--- src/rtl/rrp_mult_sched.sv ---
// rrp_mult_sched: round-robin scheduler in front of one shared, fully pipelined
// rRp_mult instance. Each clock it may accept one request, register that
// requester's operands into the multiplier, and carry a tag alongside the
// multiplier latency. The tag steers the product back to whoever asked for it.
//
// Ports
//   clock_i      system clock
//   reset_i      synchronous, active-high reset
//   enable_i     1 = grants allowed, 0 = no new grants (pipeline still drains)
//   req_i        per-requester request, held with operands until granted
//   req_x_i      packed x operands, requester i at [i*OW +: OW]
//   req_y_i      packed y operands, same packing
//   gnt_o        one-hot grant, combinational, same cycle as the accepted request
//   mult_x_o     registered x operand to the multiplier
//   mult_y_o     registered y operand to the multiplier
//   mult_p_i     multiplier product
//   rsp_valid_o  registered one-hot owner of rsp_p_o
//   rsp_p_o      registered product
//   inflight_o   grants issued whose response has not been emitted yet
//   idle_o       nothing in flight and no grant this cycle
module rrp_mult_sched #(
    parameter int WIDTH   = 7,
    parameter int RADIX   = 2,
    parameter int NREQ    = 4,
    parameter int LATENCY = 2,
    localparam int D  = $clog2(RADIX) + 1,
    localparam int OW = D * WIDTH,
    localparam int PW = D * (2 * WIDTH + 1),
    localparam int IW = $clog2(NREQ),
    localparam int CW = $clog2(LATENCY + 3)
) (
    input  logic               clock_i,
    input  logic               reset_i,
    input  logic               enable_i,
    input  logic [NREQ-1:0]    req_i,
    input  logic [NREQ*OW-1:0] req_x_i,
    input  logic [NREQ*OW-1:0] req_y_i,
    output logic [NREQ-1:0]    gnt_o,
    output logic [OW-1:0]      mult_x_o,
    output logic [OW-1:0]      mult_y_o,
    input  logic [PW-1:0]      mult_p_i,
    output logic [NREQ-1:0]    rsp_valid_o,
    output logic [PW-1:0]      rsp_p_o,
    output logic [CW-1:0]      inflight_o,
    output logic               idle_o
);

    // Unpack operand buses into per-requester arrays.
    logic [OW-1:0] x_arr [NREQ];
    logic [OW-1:0] y_arr [NREQ];

    genvar gi;
    generate
        for (gi = 0; gi < NREQ; gi++) begin : g_unpack
            assign x_arr[gi] = req_x_i[gi*OW +: OW];
            assign y_arr[gi] = req_y_i[gi*OW +: OW];
        end
    endgenerate

    // Tag pipe: stage 0 is written together with mult_x/mult_y, the last
    // stage lines up with a valid product on mult_p_i.
    localparam int NSTG = LATENCY + 1;

    logic [IW-1:0]   ptr_q, ptr_d;
    logic [OW-1:0]   mult_x_q, mult_x_d;
    logic [OW-1:0]   mult_y_q, mult_y_d;
    logic            tag_vld_q [NSTG];
    logic [IW-1:0]   tag_idx_q [NSTG];
    logic [NREQ-1:0] rsp_valid_q, rsp_valid_d;
    logic [PW-1:0]   rsp_p_q, rsp_p_d;
    logic [CW-1:0]   inflight_q, inflight_d;

    logic [NREQ-1:0] gnt_vec;
    logic            gnt_any;
    logic [IW-1:0]   gnt_idx;
    logic [IW-1:0]   cand;

    // Round-robin search starting one past the last granted index.
    always_comb begin
        gnt_vec = '0;
        gnt_any = 1'b0;
        gnt_idx = ptr_q;
        cand    = ptr_q;
        if (enable_i) begin
            for (int k = 1; k <= NREQ; k++) begin
                cand = IW'((int'(ptr_q) + k) % NREQ);
                if (!gnt_any && req_i[cand]) begin
                    gnt_any = 1'b1;
                    gnt_idx = cand;
                end
            end
        end
        if (gnt_any) begin
            gnt_vec[gnt_idx] = 1'b1;
        end
    end

    always_comb begin
        ptr_d       = gnt_any ? gnt_idx : ptr_q;
        mult_x_d    = gnt_any ? x_arr[gnt_idx] : '0;
        mult_y_d    = gnt_any ? y_arr[gnt_idx] : '0;
        rsp_valid_d = '0;
        rsp_p_d     = rsp_p_q;
        if (tag_vld_q[NSTG-1]) begin
            rsp_valid_d[tag_idx_q[NSTG-1]] = 1'b1;
            rsp_p_d                        = mult_p_i;
        end
        // A grant and a response in the same cycle cancel out.
        inflight_d = inflight_q;
        case ({gnt_any, |rsp_valid_q})
            2'b10:   inflight_d = inflight_q + CW'(1);
            2'b01:   inflight_d = inflight_q - CW'(1);
            default: inflight_d = inflight_q;
        endcase
    end

    always_ff @(posedge clock_i) begin
        if (reset_i) begin
            ptr_q       <= IW'(NREQ - 1);
            mult_x_q    <= '0;
            mult_y_q    <= '0;
            rsp_valid_q <= '0;
            rsp_p_q     <= '0;
            inflight_q  <= '0;
            for (int s = 0; s < NSTG; s++) begin
                tag_vld_q[s] <= 1'b0;
                tag_idx_q[s] <= '0;
            end
        end else begin
            ptr_q        <= ptr_d;
            mult_x_q     <= mult_x_d;
            mult_y_q     <= mult_y_d;
            rsp_valid_q  <= rsp_valid_d;
            rsp_p_q      <= rsp_p_d;
            inflight_q   <= inflight_d;
            tag_vld_q[0] <= gnt_any;
            tag_idx_q[0] <= gnt_any ? gnt_idx : '0;
            // The multiplier cannot stall, so the tags never stall either.
            for (int s = 1; s < NSTG; s++) begin
                tag_vld_q[s] <= tag_vld_q[s-1];
                tag_idx_q[s] <= tag_idx_q[s-1];
            end
        end
    end

    assign gnt_o       = gnt_vec;
    assign mult_x_o    = mult_x_q;
    assign mult_y_o    = mult_y_q;
    assign rsp_valid_o = rsp_valid_q;
    assign rsp_p_o     = rsp_p_q;
    assign inflight_o  = inflight_q;
    assign idle_o      = (inflight_q == '0) && !gnt_any;

endmodule

--- config.mk ---
export PLATFORM = sky130hd
export DESIGN_NAME = rrp_mult_sched
export DESIGN_NICKNAME = d
export VERILOG_FILES = /design/src/rtl/rrp_mult_sched.sv
export SDC_FILE = /design/constraint.sdc
export NUM_CORES = 1
export LEC_CHECK = 0
export CORE_ASPECT_RATIO = 0.75
export CORE_MARGIN = 8
export CORE_UTILIZATION = 37
export CTS_BUF_LIST = sky130_fd_sc_hd__clkbuf_4
export CTS_CLUSTER_SIZE = 10
export DETAILED_ROUTE_END_ITERATION = 7
export PLACE_DENSITY = 0.81
export SYNTH_ARGS = -nofsm -noshare
export SYNTH_HDL_FRONTEND = slang
export SYNTH_SLANG_ARGS = --single-unit
--- constraint.sdc ---
create_clock -name clock_i -period 2.3 [get_ports clock_i]
set_input_delay 0.345 -clock clock_i [delete_from_list [all_inputs] [get_ports clock_i]]
set_output_delay 0.345 -clock clock_i [all_outputs]
set_load 0.03 [all_outputs]
# Word-level counts from Yosys, hierarchy flattened
# Memory sizes are Yosys's and may differ from the RTL's.
# Index checks and enable logic that the tools add are counted.
# W data, S select, Z words.
[classes]
n_lt_le_gt_ge = 9
mux = 43
n_bitwise = 9
n_reduce_logical = 15
addsub = 6
eq_ne = 2
[op_table]
columns = ["cell", "n"]
rows = [
  ["$bmux W14 S2", 2],
  ["$mux W14", 4],
  ["$mux W1", 20],
  ["$lt A2 B3 Y1 const B", 6],
  ["$mux W2", 9],
  ["$bmux W1 S2", 4],
  ["$logic_and A1 B1 Y1", 6],
  ["$or A1 B1 Y1", 6],
  ["$pmux W3 S2", 1],
  ["$add A2 B1 Y2 const B", 2],
  ["$add A2 B2 Y2 const B", 2],
  ["$demux W1 S2", 2],
  ["$ge A2 B1 Y1 const B", 2],
  ["$logic_not A1 Y1", 4],
  ["$mux W4", 1],
  ["$reduce_or A2 Y1", 2],
  ["$reduce_or A4 Y1", 1],
  ["$add A3 B1 Y3 const B", 1],
  ["$ge A3 B3 Y1 const B", 1],
  ["$logic_not A3 Y1", 1],
  ["$not A2 Y3", 1],
  ["$sub A3 B1 Y3 const B", 1],
  ["$eq A2 B1 Y1 const B", 1],
  ["$eq A2 B2 Y1 const B", 1],
  ["2 further kinds", 3],
]
[totals]
out_inout_bits = 70
ramBits = 9
reg_bits = 67
inputBits = 149
memories = 2
[mem_list]
columns = ["name", "words", "word_bits", "rd", "rd_clocked_by_memory_dff", "wr", "line_no", "rtl"]
rows = [
  ["tag_idx_q", 3, 2, 3, 0, 3, "68", "logic [IW-1:0] tag_idx_q [NSTG];"],
  ["tag_vld_q", 3, 1, 3, 0, 3, "67", "logic tag_vld_q [NSTG];"],
]

# Logic depth before layout (Yosys ltp)
[depth]
ltp_word = 22
ltp_mapped = 9
depth_no_buf = 6

# Worst setup path after synthesis
# Ideal clock, no wire load.
[synth_timing]
path_kind = "flip-flop to output port"
startpoint = "register ptr_q[0]"
endpoint = "output port gnt_o[0]"
required_ns = 1.955
stages_incl_launch_ff = 9
slack_ns = -0.306
t_arrival_ns = 2.261
cell_sequence = "dfxtp_1 -> buf_2 -> nand3b_1 -> o21ai_1 -> a211oi_2 -> mux2i_2 -> buf_2 -> inv_2 -> nor3_1"
[synth_between]
elab_chain_len = 22
word_cells_on_any_way = 37
classes_between = "add/sub (4); order compare (2); mux (24); reduce/logical (7)"
[synth_rtl]
columns = ["item", "line_no", "rtl"]
rows = [
  ["start: declaration", "64", "logic [IW-1:0] ptr_q, ptr_d;"],
  ["start signal: assignment", "119", "ptr_q <= IW'(NREQ - 1);"],
  ["start signal: assignment", "130", "ptr_q <= ptr_d;"],
  ["$add A2 B1 Y2", "86", "cand = IW'((int'(ptr_q) + k) % NREQ);"],
  ["$bmux W1 S2", "87", "if (!gnt_any && req_i[cand]) begin"],
  ["$mux W1 (implied by the code)", "87", ""],
  ["$mux W1", "87", ""],
  ["$mux W1", "84", "if (enable_i) begin"],
  ["$logic_not A1 Y1", "87", ""],
  ["$logic_and A1 B1 Y1", "87", ""],
  ["$mux W1", "87", ""],
  ["(+6 left out)", "--", ""],
  ["$logic_and A1 B1 Y1", "87", ""],
  ["$mux W2", "87", ""],
  ["$mux W2", "84", ""],
  ["$lt A2 B3 Y1 (implied by the code) or $ge A2 B1 Y1 (tied branches)", "94", "gnt_vec[gnt_idx] = 1'b1;"],
  ["$logic_and A1 B1 Y1 (implied by the code)", "94", ""],
  ["$mux W1 (implied by the code)", "94", ""],
  ["$demux W1 S2", "94", ""],
  ["$mux W4 *", "93", "if (gnt_any) begin"],
  ["end: declaration", "38", "output logic [NREQ-1:0] gnt_o,"],
]
# Mark *: on every way between the ends. The rest lies on a longest branch, timed or not. The select of a mux whose other input is x is not followed.

# Worst setup path in the final report
[layout_timing]
startpoint = "register ptr_q[1]"
endpoint = "output port gnt_o[2]"
# The elaborated chain is that of the path after synthesis.

==> summary.md <==
| Metric | Value |
|---|---|
| Layout area overhead | 83.68% |
| Crit end category | primary output |
| First-pass GRT wire length | 18230 um |
| Clk slew on worst S/H paths | 120 ps |
| Area of the multi-input gates | 0.001775 sq mm |
| Max-slew violations | 0 |
| Comb pwr share | 0.343 |
| WHS | 437.9 ps |
| Setup CP Type | register to primary output |
| CP top delay family | simple AND/OR/NAND/NOR gates |
| Clock power share | 0.251 |
| Power density over the cells | 574.9 mW/mm^2 |
| Largest net degree at the start of global routing | 47 |
| Iter 0 DRT Violations | 145 |
| WP data arrival | 2300 ps |
| Max-Cap Viols | 0 |
| Synth area leaders | dfxtp_1 46%, mux2i_1 16%, mux4_2 12% |
| DIE HEIGHT | 98.05 um |
| CP required | 1960 ps |
| Sequential Area | 0.001526 sq mm |
| Syn Area/Cell | 11.69 sq um |
| Via count | 3121 |
| Clock skew | 7.087 ps |
| M2 GR Usage | 0.3432 |
| HPWL after detailed placement | 9402 um |
| Cell mode on critical path | buf_6 |
| Syn_nets | 435 |
| Asr flop ratio synth | 0 |
| Rel. slew slack | 0.6946 |
| Switching Fraction | 0.2828 |
| Layout fillers | 672 |
| Distinct cells, synth | 41 |
| Slowest CP cell | dfxtp_4 |
| Clock Path Buffers | 2 |
| Failing checks | setup timing |
| Die Footprint | 0.01229 sq mm |
| Final count of negative-setup-slack endpoints | 4 |
| Ys Warns | 0 |
| Max rail drop VDD | 325.8 uV |
| Vias in the first global route | 3447 |
| GRT Overall Usage | 0.1855 |
| Design area | 0.006100 sq mm |
| Share of layout cells above drive strength 1 | 0.1857 |
| Ordered cell list for the critical path | or3b_4, o21a_1, o311ai_4, mux2i_2, buf_6, nand2b_4, nor2_4, buf_6 |
| Worst Hold Class | register to register |
| Worst Path Buf+Inv | 2 |
| GR Util met3 | 0.06206 |
| Initial Utilization | 0.3733 |
| CTS tree | yes |
| Mapped Area | 0.003321 sq mm |
| Global route overflow | 0 |
| CTS buffer count | 9 |
| Drt drc | 0 |
| GR peak layer | met2 |
| CP max FO | 4 |
| Clock latency on the worst-skew pair | 410 ps |
| RePlAce Congestion | 0.8913 |
| First-pass DRT Iterations | 6 |
| Slew @ Worst Pin | 458.1 ps |
| DP Area | 0.005796 sq mm |
| # diodes | 0 |
| Synth area leader | dfxtp_1 |
| P_sw | 0.0009916 W |
| Clock sinks | 76 |
| Nets | 679 |
| H-tree depth | 3 |
| Die width | 125.4 um |
| Port bufs | 218 |
| Setup TNS | -1295 ps |
| Initial antenna violation count | 0 |
| Average wire per standard cell | 17.96 um |
| Post-DR vias/cell | 4.839 |
| Crit share post-route | 1.149 |
| Gate count after technology mapping | 284 |
| LEAKAGE | 2.347 nW |
| Startpoint types | register |
| Seq cells post-synth | 76 |
| Core Footprint | 0.008896 sq mm |
| Share of the synthesized area in the top cell type | 0.4582 |
| Root buffer cell | clkbuf_4 |
| Cts hold-fix bufs | 0 |
| Fraction of the yosys area taken by sequential cells | 0.4582 |
| GRT met1 Usage | 0.1882 |
| Slowest stage delay, CP | 370 ps |
| Total wire length | 11590 um |
| Remaining antenna violation count | 0 |
| Number of cell rows | 30 |
| Status | complete, but fails checks |
| Period minus WS final | 2642 ps |
| Top Ports | 219 |
| Synth Flop Type | dfxtp_1 |
| Int Pwr | 0.002515 W |
| Unrepaired setup endpoints after global routing | true |
| Final worst slack | -341.7 ps |
| Seq pwr share | 0.406 |
| EDFF count, synth | 0 |
| R2r setup slk | 90 ps |
| Hold Vio Cnt, Final | 0 |
| Maximum clock rate | 378.5 MHz |
| Total power | 0.003507 W |
## through the flow
| step | setup WS [ps] | utilization | std cells |
|---|---|---|---|
| after floorplan | -61.31 | - | 284 |
| after global placement | -399.3 | 0.6515 | 622 |
| after detailed placement | -465.8 | 0.6515 | 622 |
| after CTS | -460.8 | 0.6785 | 643 |
| after global routing | -428.3 | 0.6857 | 645 |
| final | -341.7 | 0.6857 | 645 |
## sequential cells by signal, summed over array words and instances, names as in the netlist
signal and cells:
tag_vld_q 3, mult_x_o 14, ptr_q 2, rsp_p_o 30
mult_y_o 14, inflight_o 3, tag_idx_q 6, rsp_valid_o 4
## synthesized netlist by cell type, types with 3 or more instances
cell / count
a21oi_1: 4
and2_1: 17
buf_2: 4
buf_6: 3
clkbuf_1: 10
dfxtp_1: 76
inv_1: 3
mux2i_1: 53
mux4_2: 17
nand2b_1: 6
nor2_1: 37
nor2b_1: 6
nor3_1: 4
o22ai_2: 10
## placed cells by master, fill, tap and decap left out, drive strengths merged, types with 2 or more instances in the layout
cell type,instances
a21oi,4
and2,17
buf,39
bufinv,2
clkbuf,9
clkdlybuf4s50,210
clkinv,5
dfxtp,76
dlygate4sd2,3
inv,5
mux2i,55
mux4,17
nand2,2
nand2b,8
nor2,37
nor2b,6
nor3,4
nor4b,2
nor4bb,2
o21ai,3
o22ai,11
## layer usage
layer	wire length, um	vias up	share of wire
li1	-	1501	-
met1	4271	1480	0.37
met3	754	26	0.065
met4	340	0	0.029
met5	0	-	0
met2	6218	114	0.54
## cell type report
type	count	area share
flip-flops and latches	76	0.2503
inverters	5	0.003077
clock inverters	7	0.01333
well taps	112	0.02297
repair buffers	252	0.4082
clock buffers	9	0.01108
multi-input cells	184	0.2911
## kinds of logic after synthesis
group | synth area share
AO/OA/AOI/OAI | 0.06896
buffers and inverters | 0.03881
multiplexers | 0.2833
adder cells (fa/ha/maj) | 0.009796
flip-flops | 0.4582
AND/OR/NAND/NOR | 0.1356
XOR/XNOR | 0.005276
## power groups by stage
stage	Combinational (W)	Sequential [W]	Clock, W
2_1_floorplan	0.000464	0.00157	0
3_3_place_gp	0.00112	0.00145	0
3_5_place_dp	0.00115	0.00146	0
4_1_cts	0.00119	0.00143	0.000919
5_1_grt	0.00128	0.00143	0.000960
6_report	0.00120	0.00142	0.000879
## final timing paths
check / from / to / cells after the start
worst max-delay path: ptr_q[1] / gnt_o[2] / 8
worst min-delay path: tag_vld_q[0][1] / tag_vld_q[0][2] / 1
worst min register to register: tag_vld_q[0][1] / tag_vld_q[0][2] / 1
worst max register to register: ptr_q[1] / mult_y_o[7] / 9
## timing repair
action,4_1_cts,5_1_grt
setup endpoints to repair,5,16
pin swaps,5,3
resized for setup,15,10
buffers inserted,5,2
gates cloned,0,1
Power figures use the tool's default switching activity.
